**src/rtl/muldiv_pkg.sv**
```systemverilog
// Shared definitions for the iterative RV32M multiply/divide unit.
// Optional build macro: MULDIV_SINGLE_CYCLE_MUL_EN (single-cycle multiply path).
package muldiv_pkg;

  localparam int MD_XLEN       = 32;
  localparam int MD_HART_ID_W  = 1;
  localparam int MD_REG_ADDR_W = 5;

  localparam logic [5:0] ITER_COUNT = 6'd32;

  // RV32M funct3 encodings
  localparam logic [2:0] MD_MUL    = 3'd0;
  localparam logic [2:0] MD_MULH   = 3'd1;
  localparam logic [2:0] MD_MULHSU = 3'd2;
  localparam logic [2:0] MD_MULHU  = 3'd3;
  localparam logic [2:0] MD_DIV    = 3'd4;
  localparam logic [2:0] MD_DIVU   = 3'd5;
  localparam logic [2:0] MD_REM    = 3'd6;
  localparam logic [2:0] MD_REMU   = 3'd7;

  typedef enum logic [1:0] {
    MD_IDLE   = 2'd0,
    MD_RUN    = 2'd1,
    MD_FINISH = 2'd2
  } md_state_e;

  // rs1 is treated as two's complement for these ops
  function automatic logic op_a_signed(input logic [2:0] op);
    return (op == MD_MULH) || (op == MD_MULHSU) || (op == MD_DIV) || (op == MD_REM);
  endfunction

  // rs2 is treated as two's complement for these ops
  function automatic logic op_b_signed(input logic [2:0] op);
    return (op == MD_MULH) || (op == MD_DIV) || (op == MD_REM);
  endfunction

endpackage

```
**src/rtl/div_iter_core.sv**
```systemverilog
// Restoring radix-2 divider datapath working on unsigned magnitudes.
// One quotient bit per step_en cycle; XLEN steps give final quotient/remainder.
// A zero divisor naturally yields an all-ones quotient and remainder = dividend.
module div_iter_core #(
  parameter int XLEN = 32
) (
  input  logic            clk,
  input  logic            rst,
  input  logic            load,
  input  logic            step_en,
  input  logic [XLEN-1:0] dividend,
  input  logic [XLEN-1:0] divisor,
  output logic [XLEN-1:0] quotient,
  output logic [XLEN-1:0] remainder
);

  logic [XLEN-1:0] divisor_r;
  logic [XLEN-1:0] quo_r;
  logic [XLEN-1:0] rem_r;
  logic [XLEN:0]   shifted_s;
  logic [XLEN:0]   diff_s;

  // Trial subtraction: shift next dividend bit into the partial remainder
  always_comb begin
    shifted_s = {rem_r, quo_r[XLEN-1]};
    diff_s    = shifted_s - {1'b0, divisor_r};
  end

  // Quotient/remainder shift register; borrow in diff_s[XLEN] means restore
  always_ff @(posedge clk or posedge rst) begin
    if (rst) begin
      divisor_r <= {XLEN{1'b0}};
      quo_r     <= {XLEN{1'b0}};
      rem_r     <= {XLEN{1'b0}};
    end else if (load) begin
      divisor_r <= divisor;
      quo_r     <= dividend;
      rem_r     <= {XLEN{1'b0}};
    end else if (step_en) begin
      if (diff_s[XLEN]) begin
        rem_r <= shifted_s[XLEN-1:0];
        quo_r <= {quo_r[XLEN-2:0], 1'b0};
      end else begin
        rem_r <= diff_s[XLEN-1:0];
        quo_r <= {quo_r[XLEN-2:0], 1'b1};
      end
    end
  end

  assign quotient  = quo_r;
  assign remainder = rem_r;

endmodule

```
**src/rtl/mul_div_unit.sv**
```systemverilog
// Shared iterative RV32M multiply/divide unit with hart/rd tagging.
// Optional build macro: MULDIV_SINGLE_CYCLE_MUL_EN -- multiplies complete in
// one step via a combinational 33x33 signed multiplier; divides stay iterative.
// Note: rst_n is an active-HIGH asynchronous reset (historical port name).
import muldiv_pkg::*;

module mul_div_unit #(
  parameter int XLEN       = MD_XLEN,
  parameter int HART_ID_W  = MD_HART_ID_W,
  parameter int REG_ADDR_W = MD_REG_ADDR_W
) (
  input  logic                  clk,
  input  logic                  rst_n,
  input  logic                  muldiv_start,
  input  logic [2:0]            muldiv_op,
  input  logic [XLEN-1:0]       muldiv_a,
  input  logic [XLEN-1:0]       muldiv_b,
  input  logic [HART_ID_W-1:0]  muldiv_hart_id,
  input  logic [REG_ADDR_W-1:0] muldiv_rd,
  output logic                  muldiv_busy,
  output logic                  muldiv_done,
  output logic [XLEN-1:0]       muldiv_result,
  output logic [HART_ID_W-1:0]  muldiv_done_hart_id,
  output logic [REG_ADDR_W-1:0] muldiv_done_rd
);

  md_state_e              state_r;
  logic [2:0]             op_r;
  logic [5:0]             cnt_r;
  logic                   neg_res_r;
  logic                   neg_rem_r;
  logic                   div_zero_r;
  logic [XLEN-1:0]        mcand_r;
  logic [2*XLEN-1:0]      prod_r;
  logic [HART_ID_W-1:0]   hart_r;
  logic [REG_ADDR_W-1:0]  rd_r;
  logic                   busy_r;
  logic                   done_r;
  logic [XLEN-1:0]        result_r;
  logic [HART_ID_W-1:0]   done_hart_r;
  logic [REG_ADDR_W-1:0]  done_rd_r;

  logic                   accept_s;
  logic                   sign_a_s;
  logic                   sign_b_s;
  logic [XLEN-1:0]        mag_a_s;
  logic [XLEN-1:0]        mag_b_s;
  logic [XLEN:0]          mul_sum_s;
  logic [2*XLEN-1:0]      prod_fix_s;
  logic [XLEN-1:0]        quo_fix_s;
  logic [XLEN-1:0]        rem_fix_s;
  logic [XLEN-1:0]        res_s;
  logic [XLEN-1:0]        div_quo_s;
  logic [XLEN-1:0]        div_rem_s;

  // Operand magnitudes and sign flags for the op presented at accept
  always_comb begin
    accept_s = (state_r == MD_IDLE) && muldiv_start;
    sign_a_s = op_a_signed(muldiv_op) & muldiv_a[XLEN-1];
    sign_b_s = op_b_signed(muldiv_op) & muldiv_b[XLEN-1];
    mag_a_s  = sign_a_s ? -muldiv_a : muldiv_a;
    mag_b_s  = sign_b_s ? -muldiv_b : muldiv_b;
  end

  div_iter_core #(.XLEN(XLEN)) u_div (
    .clk       (clk),
    .rst       (rst_n),
    .load      (accept_s),
    .step_en   (state_r == MD_RUN),
    .dividend  (mag_a_s),
    .divisor   (mag_b_s),
    .quotient  (div_quo_s),
    .remainder (div_rem_s)
  );

  // One shift-add step: add multiplicand into the upper half when LSB is set
  always_comb begin
    mul_sum_s = {1'b0, prod_r[2*XLEN-1:XLEN]}
              + (prod_r[0] ? {1'b0, mcand_r} : {(XLEN+1){1'b0}});
  end

`ifdef MULDIV_SINGLE_CYCLE_MUL_EN
  logic [XLEN-1:0]          a_raw_r;
  logic [XLEN-1:0]          b_raw_r;
  logic signed [XLEN:0]     fa_s;
  logic signed [XLEN:0]     fb_s;
  logic signed [2*XLEN+1:0] fprod_s;

  // Raw operands kept for the combinational multiplier
  always_ff @(posedge clk or posedge rst_n) begin
    if (rst_n) begin
      a_raw_r <= {XLEN{1'b0}};
      b_raw_r <= {XLEN{1'b0}};
    end else if (accept_s) begin
      a_raw_r <= muldiv_a;
      b_raw_r <= muldiv_b;
    end
  end

  // 33x33 signed product; the extra bit selects signed/unsigned per operand
  always_comb begin
    fa_s    = signed'({op_a_signed(op_r) & a_raw_r[XLEN-1], a_raw_r});
    fb_s    = signed'({op_b_signed(op_r) & b_raw_r[XLEN-1], b_raw_r});
    fprod_s = (2*XLEN+2)'(fa_s) * (2*XLEN+2)'(fb_s);
  end
`endif

  // Sign correction and result selection for the finishing op
  always_comb begin
    prod_fix_s = neg_res_r ? -prod_r : prod_r;
`ifdef MULDIV_SINGLE_CYCLE_MUL_EN
    prod_fix_s = fprod_s[2*XLEN-1:0];
`endif
    quo_fix_s  = neg_res_r ? -div_quo_s : div_quo_s;
    rem_fix_s  = neg_rem_r ? -div_rem_s : div_rem_s;
    case (op_r)
      MD_MUL:                       res_s = prod_fix_s[XLEN-1:0];
      MD_MULH, MD_MULHSU, MD_MULHU: res_s = prod_fix_s[2*XLEN-1:XLEN];
      MD_DIV, MD_DIVU:              res_s = div_zero_r ? {XLEN{1'b1}} : quo_fix_s;
      MD_REM, MD_REMU:              res_s = rem_fix_s;
      default:                      res_s = {XLEN{1'b0}};
    endcase
  end

  // Control FSM, multiply datapath, tags and registered outputs
  always_ff @(posedge clk or posedge rst_n) begin
    if (rst_n) begin
      state_r     <= MD_IDLE;
      op_r        <= 3'd0;
      cnt_r       <= 6'd0;
      neg_res_r   <= 1'b0;
      neg_rem_r   <= 1'b0;
      div_zero_r  <= 1'b0;
      mcand_r     <= {XLEN{1'b0}};
      prod_r      <= {(2*XLEN){1'b0}};
      hart_r      <= {HART_ID_W{1'b0}};
      rd_r        <= {REG_ADDR_W{1'b0}};
      busy_r      <= 1'b0;
      done_r      <= 1'b0;
      result_r    <= {XLEN{1'b0}};
      done_hart_r <= {HART_ID_W{1'b0}};
      done_rd_r   <= {REG_ADDR_W{1'b0}};
    end else begin
      done_r <= 1'b0;
      case (state_r)
        MD_IDLE: begin
          if (muldiv_start) begin
            op_r       <= muldiv_op;
            hart_r     <= muldiv_hart_id;
            rd_r       <= muldiv_rd;
            neg_res_r  <= sign_a_s ^ sign_b_s;
            neg_rem_r  <= sign_a_s;
            div_zero_r <= (muldiv_b == {XLEN{1'b0}});
            mcand_r    <= mag_a_s;
            prod_r     <= {{XLEN{1'b0}}, mag_b_s};
            cnt_r      <= ITER_COUNT;
            busy_r     <= 1'b1;
`ifdef MULDIV_SINGLE_CYCLE_MUL_EN
            state_r    <= muldiv_op[2] ? MD_RUN : MD_FINISH;
`else
            state_r    <= MD_RUN;
`endif
          end
        end
        MD_RUN: begin
          prod_r <= {mul_sum_s, prod_r[XLEN-1:1]};
          cnt_r  <= cnt_r - 6'd1;
          if (cnt_r == 6'd1) begin
            state_r <= MD_FINISH;
          end
        end
        MD_FINISH: begin
          result_r    <= res_s;
          done_r      <= 1'b1;
          busy_r      <= 1'b0;
          done_hart_r <= hart_r;
          done_rd_r   <= rd_r;
          state_r     <= MD_IDLE;
        end
        default: begin
          state_r <= MD_IDLE;
          busy_r  <= 1'b0;
        end
      endcase
    end
  end

  assign muldiv_busy         = busy_r;
  assign muldiv_done         = done_r;
  assign muldiv_result       = result_r;
  assign muldiv_done_hart_id = done_hart_r;
  assign muldiv_done_rd      = done_rd_r;

endmodule

```
**config.mk**
```make
export PLATFORM = sky130hd
export DESIGN_NAME = mul_div_unit
export DESIGN_NICKNAME = d
export VERILOG_FILES = /design/src/rtl/muldiv_pkg.sv /design/src/rtl/div_iter_core.sv /design/src/rtl/mul_div_unit.sv
export SDC_FILE = /design/constraint.sdc
export NUM_CORES = 1
export LEC_CHECK = 0
export CAP_MARGIN = 30
export CORE_MARGIN = 4
export CORE_UTILIZATION = 45
export DETAILED_ROUTE_END_ITERATION = 16
export GPL_ROUTABILITY_DRIVEN = 0
export PLACE_DENSITY_LB_ADDON = 0.2
export SLEW_MARGIN = 20
export SYNTH_ARGS = -nofsm -noshare
export SYNTH_HDL_FRONTEND = slang
export SYNTH_HIERARCHICAL = 1
export SYNTH_SLANG_ARGS = --single-unit
```
**constraint.sdc**
```tcl
create_clock -name clk -period 5.3 [get_ports clk]
set_clock_uncertainty 0.05 [all_clocks]
set_input_delay 0.795 -clock clk [delete_from_list [all_inputs] [get_ports clk]]
set_output_delay 0.795 -clock clk [all_outputs]
set_load 0.05 [all_outputs]
```
# Word-level counts from Yosys, hierarchy flattened
# Index checks and enable logic that the tools add are counted.
# word_totals
reg_bits	252
latchBits	0
ram_bits	0
romBits	0
output_inout_bits	40
word_cells	88
mem_count	0
# classes
add_sub_neg	8
multipliers	0
div_mod_pow	0
magnitude_cmp	0
eq_ne	16
n_shift	0
n_mux	24
bitwise_logic	4
n_reduce_logical	18
# ops
cell	count
$mux W32	11
$mux W64	2
$neg A32 Y32	4
$pmux W32 S4	1
$pmux W64 S2	1
$neg A64 Y64	1
$add A32 B32 Y33	1
$sub A33 B32 Y33	1
$logic_not A32 Y1	1
$eq A3 B3 Y1 const B	6
$pmux W6 S2	1
$eq A3 B2 Y1 const B	3
$reduce_and A2 Y1	4
$eq A3 B1 Y1 const B	2
$eq A6 B1 Y1 const B	1
$mux W6	1
$sub A6 B1 Y6 const B	1
$logic_or A1 B1 Y1	5
$mux W2	2
$ne A2 B2 Y1 const B	2
$pmux W2 S2	1
$reduce_bool A2 Y1	2
$reduce_or A2 Y1	2
$logic_not A3 Y1	1
other kinds (10)	13

# Longest topological paths before layout
# Gate-level depths: netlist of the first run.
# depth
word_depth	7
depth_mapped	14

# Modules after synthesis
# Netlist of the first run, hierarchy kept.
# modules_own_cells
mod	instances	cells_per_inst	area_per_inst_um2	seq_area_each_um2
mul_div_unit	1	1627	12916.1	3903.7
div_iter_core	1	709	6389.9	2402.3

# Least setup slack after synthesis of the first run
# Ideal clock, no wire load.
# synth_path
kind	input port to flip-flop
from	input port muldiv_start
to	register u_div.rem_r[31] (netlist: u_div/remainder[31])
setup_ps	139
arrival_time_ps	3292
required_time_ps	5111
slack_ps	1819
stages	10
path_buffers	4
path_cell_list	nor2b_1 -> nand2b_1 -> inv_2 -> buf_1 -> buf_1 -> clkbuf_8 -> inv_1 -> dlygate4sd3_1 -> and3_1 -> or4_1
# synth_between
elab_chain_cells	2
# synth_lines
element	line_no	rtl
start, declared	mul_div_unit.sv:14	input logic muldiv_start,
$logic_and A1 B1 Y1 *	mul_div_unit.sv:58	accept_s = (state_r == MD_IDLE) && muldiv_start;
named net accept_s	mul_div_unit.sv:43	logic accept_s;
$mux W32 or $reduce_bool A2 Y1 (tied branches)	-	
end signal, assigned	div_iter_core.sv:34	rem_r <= {XLEN{1'b0}};
end signal, assigned	div_iter_core.sv:38	rem_r <= {XLEN{1'b0}};
end signal, assigned	div_iter_core.sv:41	rem_r <= shifted_s[XLEN-1:0];
end, declared	div_iter_core.sv:19	logic [XLEN-1:0] rem_r;
# The timed path passes the listed nets; every way through them passes the cells marked *.
# A chain may end at the register's enable or synchronous reset.

# Worst setup path in the final report of the first run
# layout_path
from	register u_div.quo_r[31] (netlist: u_div/quotient[31])
to	register u_div.rem_r[12] (netlist: u_div/remainder[12])
# layout_between
elab_chain_cells	4
# layout_lines
element	line_no	rtl
start, declared	div_iter_core.sv:18	logic [XLEN-1:0] quo_r;
start signal, assigned	div_iter_core.sv:33	quo_r <= {XLEN{1'b0}};
start signal, assigned	div_iter_core.sv:37	quo_r <= dividend;
start signal, assigned	div_iter_core.sv:42	quo_r <= {quo_r[XLEN-2:0], 1'b0};
$sub A33 B32 Y33	div_iter_core.sv:26	diff_s = shifted_s - {1'b0, divisor_r};
$mux W32	div_iter_core.sv:40	if (diff_s[XLEN]) begin
$mux W32	div_iter_core.sv:39	end else if (step_en) begin
$mux W32	div_iter_core.sv:35	end else if (load) begin
# No other way between the ends. The select of a mux whose other input is x is not followed.

==> summary.md, run 1 <==
| Metric | Value |
|---|---|
| Most frequent cells in the layout | 377 x nand2_1, 251 x dfrtp_1, 209 x o21ai_0 |
| Vias in the first global route | 17,200 |
| Count of final setup violators | 0 |
| Startpoint type of the worst setup path | flip-flop |
| Global-route wire length before repair | approximately 100,000 µm |
| Total power | 16.3 mW |
| CTS tree | built |
| Max-slew headroom | 36.2% |
| Register share of total power | 25.6% |
| RSZ-0062 raised after global routing | no |
| Actual slew at the worst max-slew pin | 0.933 ns |
| Most common cell after layout, fill and taps aside | nand2_1 |
| Register area share after synthesis | 32.7% |
| Psw | approximately 8.2 mW |
| I/O Buffers | 115 |
| Max capacitance violation total | 0 |
| Initial antenna violation count | 0 |
| Crit Path Class | reg -> reg |
| DRC Markers | 0 |
| Cells along the critical path | inv_1 -> ha_1 -> inv_1 -> fa_1 -> a211oi_1 -> o21bai_1 -> a211o_4 -> nand4_4 -> a211o_1 -> nand3_2 -> buf_4 -> mux2i_1 -> a211oi_1 |
| FF+latch count, synth | 252 |
| Starting Density | 45.8% |
| Worst path buffer plus inverter count | 3 |
| Status | finished, final reports clean |
| Clk sinks | 252 |
| FF+latch area | between 6000 and 7000 µm² |
| Fin crit period | 3.86 ns |
| Switching share of power | 50.6% |
| Mapped Cells | approximately 2,300 |
| Flop2flop setup slack | 1.44 ns |
| Gate power share | 61.7% |
| Most Crowded Layer GR | met2 |
| Syn nets | 2,485 |
| PD cells | ~750 nW/µm² |
| Layout area overhead | 12.6% |
| Via density | around 6.3 |
| Clock share of power | approximately an eighth |
| Overall Global Routing Usage | 27.2% |
| Row count | 75 |
| Top-level port count | 116 |
| Crit-path max FO | 22 |
| H-tree Lvls | 1 |
| Layout net count | 2,524 |
| ANT nets after route | 0 |
| Worst-Skew Late Latency | 0.58 ns |
| Syn_area_per_cell | approximately 8.3 µm² |
| Worst vdd ir | between 300 and 400 µV |
| Hold_buf cts | 0 |
| Type of the worst min-delay path | reg -> reg |
| Yosys Warn Count | 6 |
| Crit share post-route | roughly 73% |
| Worst Path Required | 5.72 ns |
| Pint | 8.04 mW |
| GRT met2 Usage | 41.5% |
| Chip Height | 215 µm |
| TritonCTS buffer count | 29 |
| Die area | 46,300 µm² |
| Ys async rst share | 100% |
| Via count | 18,400 |
| Library cells used by synthesis | 102 |
| Setup repair bufs after CTS | 0 |
| Filler cell count | 3,956 |
| Post-synth EDFFs | 0 |
| Drt pass-1 iters | 6 |
| Total core area | between 40,000 and 50,000 µm² |
| Post-CTS Resized | 0 |
| Largest stage delay on the critical path | approximately 0.50 ns |
| Die width | ~220 µm |
| Hpwl dp | 49,800 µm |
| GR Util met3 | 6.17% |
| Clk buf depth | 3 |
| M1 GR Usage | 38.8% |
| Drt first-iter violations | 2,077 |
| Top_reg_cell synth | dfrtp_1 |
| Crit path capture type | flip-flop |
| Critical path's top delay family | compound AO/OA/AOI/OAI gates |
| Wire per inst | ~22 µm |
| Worst EP arrival | around 4.3 ns |
| Fin Setup TNS | 0 ns |
| Largest net degree at the start of global routing | 95 |
| Clk root buf | clkbuf_16 |
| Gr ovfl total | 0 |
| LEAKAGE | 9.14 nW |
| Final Slew Violations | 0 |
| Share of layout cells above drive strength 1 | 5.59% |
| Mapped Area | 19,300 µm² |
| Ant diodes | 0 |
| Final Hold Viols | 0 |
| Drt total wl | between 60,000 and 70,000 µm |
| Clk slew on worst S/H paths | 0.06 ns |
| Critical path's slowest cell | nand3_2 |
| Fmax achieved | 0.259 GHz |
| Footprint of the multi-input gates | 12,100 µm² |
-- power by group through the flow --
| stage | clock network [mW] | logic [mW] | registers, mW |
|---|---|---|---|
| finish | 2.07 | 10.0 | 4.16 |
| global route | 2.17 | 10.9 | 4.26 |
| CTS | 2.09 | 9.77 | 4.14 |
| detailed placement | 0 | 9.71 | 4.16 |
| global placement | 0 | 9.56 | 4.14 |
| floorplan | 0 | 7.25 | 3.95 |
-- per-layer routing --
layer  wire (µm)  vias up
li1            -     8547
met1       28500     8865
met2       28400      901
met3        6470      123
met4        1950        0
met5           0        -
-- state kept, by name (all words and copies together) (netlist names), 2 cells and up --
register / flops
muldiv_result: 32
muldiv_done_rd: 5
op_r: 3
u_div/remainder: 32
rd_r: 5
mcand_r: 32
prod_r: 64
u_div/quotient: 32
u_div/divisor_r: 32
cnt_r: 6
state_r: 2
-- cells in the mapped netlist, types with 18 or more instances --
master      n  area [µm²]
nand2_1   377        1420
dfrtp_1   252        6310
o21ai_0   211        1060
nor2_1    134         503
xnor2_1   127        1110
a21oi_1   108         541
clkbuf_1   96         360
xor2_1     90         788
inv_1      82         308
ha_1       71         888
mux2i_1    67         671
o31ai_1    53         398
nor3_1     45         225
and2_1     41         257
o41ai_1    35         307
a211oi_1   34         255
nand3_1    33         165
or4_1      33         248
a22oi_1    27         203
nand4_1    24         150
nor4_1     24         150
or3_1      24         150
a21o_1     22         165
a221oi_1   20         175
buf_1      18        67.6
-- stage by stage --
stage | utilization (%) | setup WS (ns) | hold WS (ns) | cell area, µm² | cells
floorplan | - | 0.248 | 0.387 | 19300 | 2336
global placement | 49.3 | 1.48 | 0.397 | 20800 | 2881
detailed placement | 49.3 | 1.39 | 0.400 | 20800 | 2881
CTS | 51.6 | 1.36 | 0.413 | 21700 | 2932
global route | 51.6 | 1.24 | 0.429 | 21700 | 2934
finish | 51.6 | 1.44 | 0.412 | 21700 | 2934
-- path summary, 6_finish.rpt --
kind / start / end / cells past startpoint
min reg2reg: rd_r[2] / muldiv_done_rd[2] / 2
max reg2reg: u_div/quotient[31] / u_div/remainder[12] / 13
min: rd_r[2] / muldiv_done_rd[2] / 2
min in group asynchronous: rst_n / u_div/remainder[10] / 2
max in group asynchronous: rst_n / u_div/quotient[16] / 3
max: u_div/quotient[31] / u_div/remainder[12] / 13
-- area by class of cell --
type                    count  area share [%]
multi-input cells        1864            55.5
flip-flops and latches    252            29.0
repair buffers            144            6.43
clock buffers              44            3.87
well taps                 539            3.10
inverters                  84            1.52
clock inverters             7           0.518
-- worst min-delay path, delay by kind of cell (launching register included) --
kind	cells	cell delay (ns)
flops	1	0.34
simple gates	2	0.10
-- cells by family (layout without fill, tap and decap cells) --
group | Yosys count | after routing | synth area share, %
compound gates | 668 | 668 | 23.1
xor+xnor | 217 | 217 | 9.84
fa+ha+maj | 73 | 73 | 4.81
buf+inv | 220 | 279 | 4.86
flops | 252 | 252 | 32.7
mux | 77 | 77 | 4.08
simple gates | 829 | 829 | 20.6
Note: power is estimated with default switching activity, not from simulation.
==> run 2, diff against run 1 <==
==> constraint.sdc (replaced) <==
create_clock -name clk -period 3.9 [get_ports clk]
set_clock_uncertainty 0.05 [all_clocks]
set_input_delay 0.585 -clock clk [delete_from_list [all_inputs] [get_ports clk]]
set_output_delay 0.585 -clock clk [all_outputs]
set_load 0.05 [all_outputs]
==> run 2 against run 1 <==
Net effect: clock-buffer cell count unchanged; sequential cell count unchanged; die area unchanged; wire length up 1.3%; combinational power up 38%; design area up 1.9%; highest routed layer unchanged.
==> summary.md, run 2 (same netlist as run 1, synthesis figures left out) <==
| Metric | Value |
|---|---|
| Largest net degree at the start of global routing | 85 (-11%) |
| Crit Path Class | reg -> reg |
| Chip Height | 215 µm (unchanged) |
| Via count | 18,700 (+1.6%) |
| I/O Buffers | 115 (unchanged) |
| FF-to-FF End | u_div/remainder[8] |
| Wire per inst | 22.3 µm (+0.14%) |
| Worst path buffer plus inverter count | 3 (unchanged) |
| Clk root buf | clkbuf_16 |
| Hold Slack | 0.399 ns (-0.0125 ns) |
| Fmax achieved | 0.268 GHz (+3.7%) |
| Top-level port count | 116 (unchanged) |
| Worst EP arrival | 4.15 ns (-0.13 ns) |
| Ant diodes | 0 (unchanged) |
| Filler cell count | 3,992 (+0.91%) |
| ANT nets after route | 0 (unchanged) |
| Final Hold Viols | 0 (unchanged) |
| Cells along the critical path | inv_1 -> ha_1 -> inv_1 -> fa_1 -> a211oi_1 -> o21bai_1 -> a211o_4 -> nand4_4 -> a211o_1 -> nand3_2 -> buf_4 -> mux2i_1 -> a211oi_1 |
| H-tree Lvls | 1 (unchanged) |
| Final Slew Violations | 0 (unchanged) |
| Clk sinks | 252 (unchanged) |
| Flop2flop setup slack | 0.18 ns (-1.26 ns) |
| Max capacitance violation total | 0 (unchanged) |
| Share of layout cells above drive strength 1 | 6.96% (+1.4 points) |
| Overall Global Routing Usage | 27.4% (+0.26 points) |
| Hpwl dp | 50,500 µm (+1.5%) |
| Gr ovfl total | 0 (unchanged) |
| PD cells | 1020 nW/µm² (+36%) |
| Worst reg2reg path startpoint | u_div/quotient[31] |
| Worst-Skew Late Latency | 0.58 ns (about the same) |
| Drt total wl | 66,100 µm (+1.3%) |
| Startpoint type of the worst setup path | flip-flop |
| Clk slew on worst S/H paths | 0.06 ns (about the same) |
| LEAKAGE | 9.36 nW (+2.4%) |
| Vias in the first global route | 17,500 (+1.8%) |
| Fin crit period | 3.72 ns (-0.136 ns) |
| Crit share post-route | 95.5% (+23 points) |
| Max-slew headroom | 37.1% (+0.86 points) |
| Die width | 215 µm (unchanged) |
| Max reg flops | 64 (unchanged) |
| Layout area overhead | 14.7% |
| Drt first-iter violations | 2,365 (+14%) |
| Die area | 46,300 µm² (unchanged) |
| Worst-case reg-to-reg path depth | 13 (unchanged) |
| Hold_buf cts | 0 (unchanged) |
| Count of final setup violators | 0 (unchanged) |
| Most frequent cells in the layout | 377 x nand2_1, 251 x dfrtp_1, 210 x o21ai_0 |
| Worst vdd ir | 484 µV (+42%) |
| RSZ-0062 raised after global routing | no |
| Worst Path Required | 4.32 ns (-1.40 ns) |
| Clk buf depth | 3 (unchanged) |
| Via density | 6.31 (+0.45%) |
| Starting Density | 45.8% (unchanged) |
| Most common cell after layout, fill and taps aside | nand2_1 |
| Biggest register | prod_r |
| Total core area | 42,100 µm² (unchanged) |
| DRC Markers | 0 (unchanged) |
| Dpl cells | 2,911 (+1.0%) |
| Fin cells | 2,967 (+1.1%) |
| Crit-path max FO | 17 (-23%) |
| Critical path's top delay family | compound AO/OA/AOI/OAI gates |
| Critical path's slowest cell | dfrtp_1 |
| Total power | 22.5 mW (+38%) |
| Post-CTS Resized | 0 (unchanged) |
| Status | finished, final reports clean |
| Actual slew at the worst max-slew pin | 0.941 ns (+0.00767 ns) |
| Initial antenna violation count | 0 (unchanged) |
| Largest stage delay on the critical path | 0.41 ns (-0.09 ns) |
| Setup repair bufs after CTS | 0 (unchanged) |
| Crit path depth | 13 (unchanged) |
| Layout net count | 2,554 (+1.2%) |
| Crit path capture type | flip-flop |
| Type of the worst min-delay path | in -> async |
| TritonCTS buffer count | 31 (+6.9%) |
| CTS tree | built |
| Fin Setup TNS | 0 ns (unchanged) |
| Global-route wire length before repair | 102,000 µm (+1.4%) |
| Drt pass-1 iters | 6 (unchanged) |
| Row count | 75 (unchanged) |
-- run 2: cell type report --
class                           count  area, µm²  share of cell area, %
Sequential cell                   252       6310                   28.5
Inverter                           84        329                   1.49
Timing Repair Buffer              172       1680                   7.58
Tap cell                          539        674                   3.05
Clock buffer                       44        885                   3.99
Clock inverter                     12        198                  0.893
Multi-Input combinational cell   1864      12100                   54.5
-- run 2: power breakdown --
group          internal [mW]  switching [mW]
Combinational           5.53            8.27
Sequential              3.85            1.76
Clock                   1.90            1.19
-- run 2: through the flow --
stage	util [%]	setup slack (ns)	cell area, µm²
floorplan	-	0.558	19300
global placement	49.9	0.352	21000
detailed placement	50.0	0.311	21100
CTS	52.6	0.308	22100
global route	52.6	0.0624	22100
finish	52.6	0.175	22100
-- run 2: per-layer routing --
metal	GRT usage, %	share of wire [%]	vias to the layer above
li1	-	-	8602
met1	41.0	45	9091
met2	40.9	42	895
met3	4.36	9.4	139
met4	8.20	3.3	0
met5	0	0	-
-- run 2: worst max-delay path by stage --
stage	from	endpoint	slack [ns]
after global routing	u_div/quotient[31]	u_div/remainder[8]	0.06
after global placement	muldiv_a[10]	mcand_r[29]	0.35
after floorplan	prod_r[0]	prod_r[60]	0.56
after detailed placement	muldiv_a[10]	mcand_r[27]	0.31
after CTS	u_div/quotient[31]	u_div/remainder[8]	0.31
final	u_div/quotient[31]	u_div/remainder[8]	0.18
==> run 3, diff against run 2 <==
--- a/config.mk
+++ b/config.mk
@@ -11,6 +11,7 @@
 export DETAILED_ROUTE_END_ITERATION = 16
 export GPL_ROUTABILITY_DRIVEN = 0
 export PLACE_DENSITY_LB_ADDON = 0.2
+export REMOVE_ABC_BUFFERS = 1
 export SLEW_MARGIN = 20
 export SYNTH_ARGS = -nofsm -noshare
 export SYNTH_HDL_FRONTEND = slang
==> run 3 against run 2 <==
Net effect: maximum frequency rose by 0.83%; utilization is 0.15 points lower; design area fell by 0.28%; highest routed layer unchanged.
==> summary.md, run 3 (same netlist as run 1, synthesis figures left out) <==
| Metric | Value |
|---|---|
| Status | finished, final reports clean |
| Final Slew Violations | 0 (unchanged) |
| Startpoint type of the worst setup path | flip-flop |
| Max-slew headroom | 32.3% (-4.7 points) |
| Fmax achieved | 0.271 GHz (+0.83%) |
| Biggest register | prod_r |
| Count of final setup violators | 0 (unchanged) |
| Final core occ | 52.4% (-0.15 points) |
| Chip Height | 215 µm (unchanged) |
| Dpl ws | 0.136 ns (-0.175 ns) |
| Crit share post-route | 94.7% (-0.78 points) |
| Total power | 21.9 mW (-2.6%) |
| Starting Density | 45.8% (unchanged) |
| Layout area overhead | 14.4% |
| Fin Setup TNS | 0 ns (unchanged) |
| Type of the worst min-delay path | reg -> reg |
| Gr ovfl total | 0 (unchanged) |
| Drt pass-1 iters | 6 (unchanged) |
| Vias in the first global route | 17,400 (-0.97%) |
| ANT nets after route | 0 (unchanged) |
| Max reg flops | 64 (unchanged) |
| Actual slew at the worst max-slew pin | 1.01 ns (+0.0705 ns) |
| Clk sinks | 252 (unchanged) |
| FF-to-FF End | u_div/remainder[4] |
| Worst EP arrival | 4.12 ns (-0.03 ns) |
| Initial antenna violation count | 0 (unchanged) |
| Layout net count | 2,549 (-0.20%) |
| Overall Global Routing Usage | 25.8% (-1.6 points) |
| Hold Path End | mcand_r[21] |
| H-tree Lvls | 1 (unchanged) |
| Most frequent cells in the layout | 377 x nand2_1, 251 x dfrtp_1, 210 x o21ai_0 |
| Hold_sp | mcand_r[21] |
| Clk buf depth | 3 (unchanged) |
| I/O Buffers | 115 (unchanged) |
| Via density | 6.13 (-2.9%) |
| Setup repair bufs after CTS | 0 (unchanged) |
| Wire per inst | 20.8 µm (-6.6%) |
| Die area | 46,300 µm² (unchanged) |
| Max capacitance violation total | 0 (unchanged) |
| Worst Path Required | 4.33 ns (about the same) |
| Hpwl dp | 46,000 µm (-8.8%) |
| Die width | 215 µm (unchanged) |
| Drt first-iter violations | 1,690 (-29%) |
| Ant diodes | 0 (unchanged) |
| Largest net degree at the start of global routing | 86 (+1.2%) |
| Worst-Skew Late Latency | 0.59 ns (about the same) |
| DRC Markers | 0 (unchanged) |
| Worst vdd ir | 513 µV (+5.9%) |
| Crit Path Class | reg -> reg |
| Setup ws final | 0.206 ns (+0.0306 ns) |
| Fin crit period | 3.69 ns (-0.0306 ns) |
| Row count | 75 (unchanged) |
| CTS tree | built |
| RSZ-0062 raised after global routing | no |
| Worst-case reg-to-reg path depth | 13 (unchanged) |
| Global-route wire length before repair | 97,600 µm (-4.6%) |
| LEAKAGE | 9.33 nW (-0.26%) |
| Post-CTS Resized | 0 (unchanged) |
| Clk slew on worst S/H paths | 0.06 ns (about the same) |
| TritonCTS buffer count | 31 (unchanged) |
| Total core area | 42,100 µm² (unchanged) |
| Share of layout cells above drive strength 1 | 6.93% (-0.030 points) |
| Top-level port count | 116 (unchanged) |
| Final Hold Viols | 0 (unchanged) |
| Worst reg2reg path startpoint | u_div/quotient[31] |
| Flop2flop setup slack | 0.21 ns (+0.03 ns) |
| Most common cell after layout, fill and taps aside | nand2_1 |
| Crit path capture type | flip-flop |
| Clk root buf | clkbuf_16 |
| Via count | 18,200 (-3.0%) |
| Hold depth | 2 |
| Hold_buf cts | 0 (unchanged) |
| PD cells | 992 nW/µm² (-2.3%) |
| Crit-path max FO | 14 (-3) |
| Drt total wl | 61,700 µm (-6.8%) |
[run 3: final cells by class]
type | instances | area [µm²]
Fill cell | 3941 | 20000
Multi-Input combinational cell | 1864 | 12100
Sequential cell | 252 | 6310
Timing Repair Buffer | 167 | 1640
Clock buffer | 43 | 901
Tap cell | 539 | 674
Inverter | 84 | 330
Clock inverter | 14 | 158
[run 3: critical path: stages, from the launching register on]
cell and delay (ns):
dfrtp_1 0.43, inv_1 0.18, ha_1 0.20, inv_1 0.06, fa_1 0.41, a211oi_1 0.26
o21bai_1 0.16, a211o_4 0.40, nand4_4 0.13, a211o_1 0.17, nand3_2 0.34, buf_4 0.36
mux2i_1 0.14, a211oi_1 0.27
[run 3: worst max-delay path by stage]
stage	endpoint	start	cells after the start	slack, ns
final	u_div/remainder[4]	u_div/quotient[31]	13	0.21
after global routing	u_div/remainder[4]	u_div/quotient[31]	13	0.006
after CTS	u_div/remainder[4]	u_div/quotient[31]	13	0.26
after floorplan	cnt_r[0]	rst_n	1	-0.94
after detailed placement	u_div/divisor_r[31]	muldiv_b[3]	10	0.14
after global placement	u_div/divisor_r[31]	muldiv_b[3]	10	0.12
[run 3: metrics by stage]
step	hold WS (ns)	instance area, µm²	instances
finish	0.418	22100	2963
floorplan	0.387	18700	2200
global route	0.451	22100	2963
CTS	0.424	22000	2961
detailed placement	0.408	21000	2904
global placement	0.395	21000	2904
[run 3: power breakdown]
part | switching, mW | leakage, nW | internal, mW
logic | 7.85 | 5.66 | 5.49
clock network | 1.21 | 0.523 | 1.80
registers | 1.71 | 3.15 | 3.85
[run 3: layer usage]
| metal | global-route usage [%] | part of all wire (%) |
|---|---|---|
| met5 | 0 | 0 |
| met4 | 6.10 | 2.3 |
| met3 | 5.20 | 8.3 |
| met2 | 39.6 | 44 |
| met1 | 37.5 | 45 |
